--- src/rtl/keycode_mem_arbiter.sv ---
// -----------------------------------------------------------------------------
// keycode_mem_arbiter
//
// Shares the single data-memory write port between the CPU and the PS/2
// keycode path. Keycode strobes are buffered in a small FIFO. Each buffered
// keycode is written to the KEY_ADDR mailbox as {16'h0, seq, keycode} in any
// cycle where the CPU is not writing. If the CPU keeps the port busy for
// STARVE_LIMIT cycles, the next key write is forced and the CPU is stalled.
//
// Ports
//   clk          in   system clock, rising edge
//   reset        in   asynchronous, active-high reset
//   key_code     in   [7:0]  PS/2 scan code, valid with data_ready
//   data_ready   in   one-cycle keycode strobe
//   cpu_we       in   CPU write request
//   cpu_addr     in   [31:0] CPU write byte address
//   cpu_wd       in   [31:0] CPU write data
//   cpu_stall    out  CPU write not performed this cycle; CPU must retry
//   mem_we       out  data-memory write enable
//   mem_addr     out  [31:0] data-memory byte address
//   mem_wd       out  [31:0] data-memory write data
//   fifo_count   out  number of buffered keycodes (0..FIFO_DEPTH)
//   key_dropped  out  one-cycle pulse: a keycode was lost on a full FIFO
// -----------------------------------------------------------------------------
module keycode_mem_arbiter #(
  parameter logic [31:0] KEY_ADDR     = 32'h0000_0010,
  parameter int          FIFO_DEPTH   = 4,
  parameter int          STARVE_LIMIT = 8
) (
  input  logic                          clk,
  input  logic                          reset,
  input  logic [7:0]                    key_code,
  input  logic                          data_ready,
  input  logic                          cpu_we,
  input  logic [31:0]                   cpu_addr,
  input  logic [31:0]                   cpu_wd,
  output logic                          cpu_stall,
  output logic                          mem_we,
  output logic [31:0]                   mem_addr,
  output logic [31:0]                   mem_wd,
  output logic [$clog2(FIFO_DEPTH):0]   fifo_count,
  output logic                          key_dropped
);

  localparam int PTR_W = $clog2(FIFO_DEPTH);
  localparam int CNT_W = PTR_W + 1;

  localparam logic [CNT_W-1:0] DEPTH = CNT_W'(FIFO_DEPTH);
  localparam logic [7:0]       LIMIT = 8'(STARVE_LIMIT);

  // FSM encoding: IDLE = FIFO empty, PEND = waiting for a free port,
  // FORCE = starvation limit reached, key write takes the port.
  localparam logic [1:0] S_IDLE  = 2'd0;
  localparam logic [1:0] S_PEND  = 2'd1;
  localparam logic [1:0] S_FORCE = 2'd2;

  logic [1:0]       r_state;
  logic [7:0]       r_fifo_mem [FIFO_DEPTH];
  logic [PTR_W-1:0] r_rd_ptr;
  logic [PTR_W-1:0] r_wr_ptr;
  logic [CNT_W-1:0] r_count;
  logic [7:0]       r_seq;
  logic [7:0]       r_starve;
  logic             r_key_dropped;

  logic             w_kgnt;
  logic             w_full;
  logic             w_push;
  logic             w_pop;
  logic [7:0]       w_head;
  logic [CNT_W-1:0] w_count_nxt;
  logic [7:0]       w_starve_nxt;
  logic [1:0]       w_state_nxt;

  // ---------------------------------------------------------------------------
  // Grant and FIFO handshake
  // ---------------------------------------------------------------------------
  always_comb begin
    w_full = (r_count == DEPTH);
    w_kgnt = ((r_state == S_PEND) && !cpu_we) || (r_state == S_FORCE);
    w_pop  = w_kgnt;
    // A full FIFO still accepts a key when the head leaves on the same edge.
    w_push = data_ready && (!w_full || w_pop);
    w_head = r_fifo_mem[r_rd_ptr];
  end

  // ---------------------------------------------------------------------------
  // Next-state logic
  // ---------------------------------------------------------------------------
  // NOTE: every signal assigned in an always_comb gets a value on every path
  // (default first), otherwise synthesis infers a latch.
  always_comb begin
    w_count_nxt = r_count;
    case ({w_push, w_pop})
      2'b10:   w_count_nxt = r_count + CNT_W'(1);
      2'b01:   w_count_nxt = r_count - CNT_W'(1);
      default: w_count_nxt = r_count;
    endcase

    w_starve_nxt = r_starve;
    if (w_kgnt || (r_state == S_IDLE)) begin
      w_starve_nxt = 8'd0;
    end else if ((r_state == S_PEND) && cpu_we && (r_starve < LIMIT)) begin
      w_starve_nxt = r_starve + 8'd1;
    end

    // State follows directly from occupancy and the starvation count.
    if (w_count_nxt == '0) begin
      w_state_nxt = S_IDLE;
    end else if (w_starve_nxt == LIMIT) begin
      w_state_nxt = S_FORCE;
    end else begin
      w_state_nxt = S_PEND;
    end
  end

  // ---------------------------------------------------------------------------
  // Control registers
  // ---------------------------------------------------------------------------
  // NOTE: sequential state uses non-blocking (<=) assignments so every register
  // samples the pre-edge values, independent of statement order.
  always_ff @(posedge clk or posedge reset) begin
    if (reset) begin
      r_state       <= S_IDLE;
      r_rd_ptr      <= '0;
      r_wr_ptr      <= '0;
      r_count       <= '0;
      r_seq         <= 8'd0;
      r_starve      <= 8'd0;
      r_key_dropped <= 1'b0;
    end else begin
      r_state       <= w_state_nxt;
      r_count       <= w_count_nxt;
      r_starve      <= w_starve_nxt;
      r_key_dropped <= data_ready && !w_push;
      if (w_push) begin
        r_wr_ptr <= r_wr_ptr + PTR_W'(1);
      end
      if (w_pop) begin
        r_rd_ptr <= r_rd_ptr + PTR_W'(1);
        r_seq    <= r_seq + 8'd1;
      end
    end
  end

  // NOTE: the FIFO storage is deliberately not reset; the pointers and count
  // define which entries are valid, so clearing the array is unnecessary.
  always_ff @(posedge clk) begin
    if (w_push) begin
      r_fifo_mem[r_wr_ptr] <= key_code;
    end
  end

  // ---------------------------------------------------------------------------
  // Memory port mux
  // ---------------------------------------------------------------------------
  always_comb begin
    if (w_kgnt) begin
      mem_we   = 1'b1;
      mem_addr = KEY_ADDR;
      mem_wd   = {16'h0000, r_seq, w_head};
    end else begin
      mem_we   = cpu_we;
      mem_addr = cpu_addr;
      mem_wd   = cpu_wd;
    end
  end

  assign cpu_stall   = w_kgnt && cpu_we;
  assign fifo_count  = r_count;
  assign key_dropped = r_key_dropped;

endmodule

--- config.mk ---
export PLATFORM = sky130hd
export DESIGN_NAME = keycode_mem_arbiter
export DESIGN_NICKNAME = d
export VERILOG_FILES = /design/src/rtl/keycode_mem_arbiter.sv
export SDC_FILE = /design/constraint.sdc
export NUM_CORES = 1
export LEC_CHECK = 0
export ABC_AREA = 1
export CORE_MARGIN = 4
export CORE_UTILIZATION = 38
export DETAILED_ROUTE_END_ITERATION = 6
export PLACE_DENSITY_LB_ADDON = 0.15
export SYNTH_ARGS = -nofsm -noshare
export SYNTH_HDL_FRONTEND = slang
export SYNTH_SLANG_ARGS = --single-unit
--- constraint.sdc ---
create_clock -name clk -period 2 [get_ports clk]
set_input_delay 0.4 -clock clk [delete_from_list [all_inputs] [get_ports clk]]
set_output_delay 0.4 -clock clk [all_outputs]
set_load 0.01 [all_outputs]
==> metrics.txt <==
# TYPE chip_impl_metric gauge
chip_impl_metric{name="total_switching_power",unit="mW"} 2.64
chip_impl_info{name="synth-main-ff-cell",value="edfxtp_1"} 1
chip_impl_metric{name="power.static_leakage",unit="nW"} 2.75
chip_impl_info{name="synth.top_cells.by_area",value="edfxtp_1 30%, dfrtp_1 21%, nor2_1 13%"} 1
chip_impl_metric{name="synth-edff-count",unit=""} 32
chip_impl_metric{name="synth.distinct_cells",unit=""} 30
chip_impl_metric{name="dr.pass1.iters",unit=""} 4
chip_impl_info{name="hold_path_class",value="input port to async pin"} 1
chip_impl_info{name="result_of_the_run",value="finished, violations left"} 1
chip_impl_metric{name="switching_share",unit=""} 0.386
chip_impl_metric{name="max_freq",unit="MHz"} 485
chip_impl_info{name="cts_tree",value="yes"} 1
chip_impl_metric{name="clk-insertion-delay-late",unit="ns"} 0.33
chip_impl_info{name="synthDominantAreaCellType",value="edfxtp_1"} 1
chip_impl_metric{name="htree_levels",unit=""} 3
chip_impl_metric{name="first_iter_violations",unit=""} 100
chip_impl_metric{name="clock-sinks",unit=""} 58
chip_impl_metric{name="data_required_critical_path",unit="ns"} 2.22
chip_impl_info{name="rsz0062_at_grt",value="true"} 1
chip_impl_metric{name="relSlewSlack",unit=""} 0.779
chip_impl_metric{name="worst_setup_hold_path_clk_slew",unit="ns"} 0.06
chip_impl_metric{name="flow.area_growth_from_synthesis",unit="%"} 80.7
chip_impl_metric{name="io_pins",unit=""} 146
chip_impl_metric{name="hold_violation_count_in_the_final_report",unit=""} 0
chip_impl_metric{name="die_width",unit="um"} 99.2
chip_impl_metric{name="syn-cell-area",unit="um^2"} 3160
chip_impl_metric{name="r2r_cells",unit=""} 15
chip_impl_metric{name="post_synthesis_register_bit_count",unit=""} 58
chip_impl_metric{name="port_buffers",unit=""} 145
chip_impl_metric{name="combinationalPowerShare",unit=""} 0.591
chip_impl_metric{name="finalPower",unit="mW"} 6.85
chip_impl_metric{name="die_area",unit="um^2"} 9850
chip_impl_metric{name="detail_route.wirelength",unit="um"} 9970
chip_impl_metric{name="grt_start_max_net_pins",unit=""} 27
chip_impl_metric{name="setup_slack",unit="ns"} -0.0618
chip_impl_metric{name="num_rows",unit=""} 33
chip_impl_metric{name="p_clk_frac",unit=""} 0.147
chip_impl_metric{name="seq_power_share",unit=""} 0.263
chip_impl_metric{name="synthesis.area_per_instance",unit="um^2"} 8.03
chip_impl_metric{name="synth_warn",unit=""} 0
chip_impl_metric{name="global_route.usage.total",unit=""} 0.197
chip_impl_metric{name="routed_wire_length_per_instance",unit="um"} 14.2
chip_impl_metric{name="netlist_instances",unit=""} 394
chip_impl_metric{name="numCtsBuffers",unit=""} 9
chip_impl_metric{name="critical_path.max_fanout",unit=""} 5
chip_impl_metric{name="data_arrival_at_the_endpoint_of_the_critical_path",unit="ns"} 2.29
chip_impl_info{name="crit_path_capture_type",value="flop"} 1
chip_impl_metric{name="tightestPinTransition",unit="ns"} 0.331
chip_impl_metric{name="reg2reg_slack",unit="ns"} -0.06
chip_impl_metric{name="synthArstFlopShare",unit=""} 0.448
chip_impl_metric{name="cap_viol_max_count",unit=""} 0
chip_impl_metric{name="antenna_violating_nets_post_route",unit=""} 0
chip_impl_metric{name="final_nets",unit=""} 676
chip_impl_metric{name="fin_util",unit=""} 0.699
chip_impl_metric{name="gpl.final_weighted_congestion",unit=""} 0.877
chip_impl_metric{name="placeableCoreArea",unit="um^2"} 8180
chip_impl_metric{name="globalRoute.totalOverflow",unit=""} 0
chip_impl_metric{name="via_count",unit=""} 3163
chip_impl_metric{name="setup_viol",unit=""} 8
chip_impl_info{name="violations",value="negative setup slack"} 1
chip_impl_metric{name="wire_length_of_the_first_global_routing_pass",unit="um"} 15400
chip_impl_metric{name="grt_antenna_before_repair",unit=""} 0
chip_impl_metric{name="avgViaCountPerCell",unit=""} 4.51
chip_impl_metric{name="detailedPlacementHpwl",unit="um"} 7100
chip_impl_metric{name="cellInternalPower",unit="mW"} 4.21
chip_impl_metric{name="fin_skew",unit="ns"} 0.00514
chip_impl_metric{name="fp.dieH",unit="um"} 99.2
chip_impl_info{name="ys_top_cells_by_count",value="108 x nor2_1, 86 x inv_1, 41 x nand2_1"} 1
chip_impl_info{name="startpoint_to_endpoint_class_of_the_critical_path",value="flop to flop"} 1
chip_impl_metric{name="slew_violations",unit=""} 0
chip_impl_metric{name="synth_sequential_area_ratio",unit=""} 0.509
chip_impl_metric{name="post_route_cells_drive_above_1_share",unit=""} 0.343
chip_impl_metric{name="remaining_drc_errors",unit=""} 0
chip_impl_metric{name="final.period_utilization",unit=""} 1.03
chip_impl_info{name="cts.root.buffer_cell",value="clkbuf_8"} 1
chip_impl_metric{name="floorplan.initialDensity",unit=""} 0.387
chip_impl_metric{name="diodes",unit=""} 0
chip_impl_metric{name="mappedNetlistNets",unit=""} 477
chip_impl_info{name="synth_most_common_cell",value="nor2_1"} 1
chip_impl_metric{name="power_density",unit="nW/um^2"} 1200
chip_impl_info{name="critical_path.startpoint_type",value="flop"} 1
chip_impl_metric{name="number_of_global_route_vias_before_repair",unit=""} 3163
chip_impl_metric{name="synth_largest_type_area_fraction",unit=""} 0.304
chip_impl_metric{name="final_period_minus_worst_setup_slack",unit="ns"} 2.06
chip_impl_metric{name="irDropWorstVdd",unit="uV"} 854
chip_impl_metric{name="filler_cell_count",unit=""} 632
chip_impl_metric{name="clock_path_buffers",unit=""} 2
-- sequential cells by signal, summed over array words and instances (netlist names) --
register / cells
r_wr_ptr: 2
fifo_count: 3
r_fifo_mem: 32
r_starve: 8
r_state: 2
r_seq: 8
r_rd_ptr: 2
key_dropped: 1
-- routing by layer --
metal	track usage	vias to the layer above	wire, um
met5	0	-	0
met2	0.356	95	5160
met1	0.232	1457	4060
met3	0.0428	12	563
li1	-	1599	-
met4	0.0672	0	184
-- cells by family after synthesis --
kind of cell / Yosys count / share of synthesized area
AOI/OAI and AO/OA: 36 / 0.0637
xor gates and xnor gates: 10 / 0.0277
and+or+nand+nor: 180 / 0.237
DFF: 58 / 0.509
adders and majority gates: 7 / 0.0301
buffers and inverters: 103 / 0.132
-- repair_timing --
item | CTS | global route
pin swaps | 12 | 6
buffers inserted | 13 | 4
gates cloned | 5 | 1
endpoints found under the setup margin | 68 | 79
hold buffers | 0 | 0
resized for setup | 273 | 117
-- power groups by stage --
stage	registers, mW	clock network (mW)	logic, mW
after floorplan	1.76	0	1.65
after global placement	1.80	0	3.32
after detailed placement	1.81	0	3.39
after CTS	1.80	1.03	3.61
after global routing	1.83	1.10	4.41
final	1.80	1.00	4.05
-- stage by stage --
step | area [um^2] | hold WS, ns | cells | TNS (ns) | worst slack, ns
final | 5720 | 0.448 | 702 | -0.106 | -0.0618
after global routing | 5720 | 0.488 | 702 | -3.28 | -0.163
after CTS | 5330 | 0.463 | 701 | -1.77 | -0.0968
after detailed placement | 5020 | 0.462 | 668 | -40.26 | -0.554
after global placement | 5020 | 0.458 | 668 | -38.00 | -0.539
after floorplan | 3160 | 0.440 | 394 | 0 | 0.148
-- critical path, cell delays in order (launching register included) --
cell	delay [ns]
dfrtp_1	0.41
inv_2	0.08
nand3_2	0.08
nand2_4	0.12
buf_6	0.11
buf_6	0.09
nand2_4	0.04
fa_2	0.36
xnor2_2	0.15
buf_4	0.14
nand3_2	0.07
nand2_1	0.05
nor2_1	0.08
nand3_1	0.07
nand2_1	0.06
inv_1	0.04
-- placed cells by master (no fill, tap or decap), types with 16 or more instances in the layout --
cell             netlist  final
nor2_4                 1     30
clkdlybuf4s50_1        0     78
nor2_1               108     75
inv_1                 86     84
buf_4                  1     39
dfrtp_1               26     24
o21ai_0               22     16
buf_6                  2     37
buf_2                 10     20
edfxtp_1              32     32
nand2_1               41     33
-- path summary, 6_finish.rpt --
| path | end | startpoint |
|---|---|---|
| max reg2reg | r_state[0] | r_state[1] |
| max | r_state[0] | r_state[1] |
| max in group asynchronous | r_state[0] | reset |
| min | r_rd_ptr[0] | reset |
| min reg2reg | r_seq[3] | r_seq[3] |
| min in group clk | r_seq[3] | r_seq[3] |
-- final cells by class --
| class | instances | area [um^2] | share of cell area |
|---|---|---|---|
| Clock buffer | 9 | 124 | 0.0217 |
| Clock inverter | 6 | 58.8 | 0.0103 |
| Inverter | 89 | 334 | 0.0584 |
| Multi-Input combinational cell | 233 | 1460 | 0.255 |
| Sequential cell | 58 | 1610 | 0.282 |
| Tap cell | 105 | 131 | 0.0230 |
| Timing Repair Buffer | 202 | 2000 | 0.349 |
Note: power is estimated with default switching activity, not from simulation.
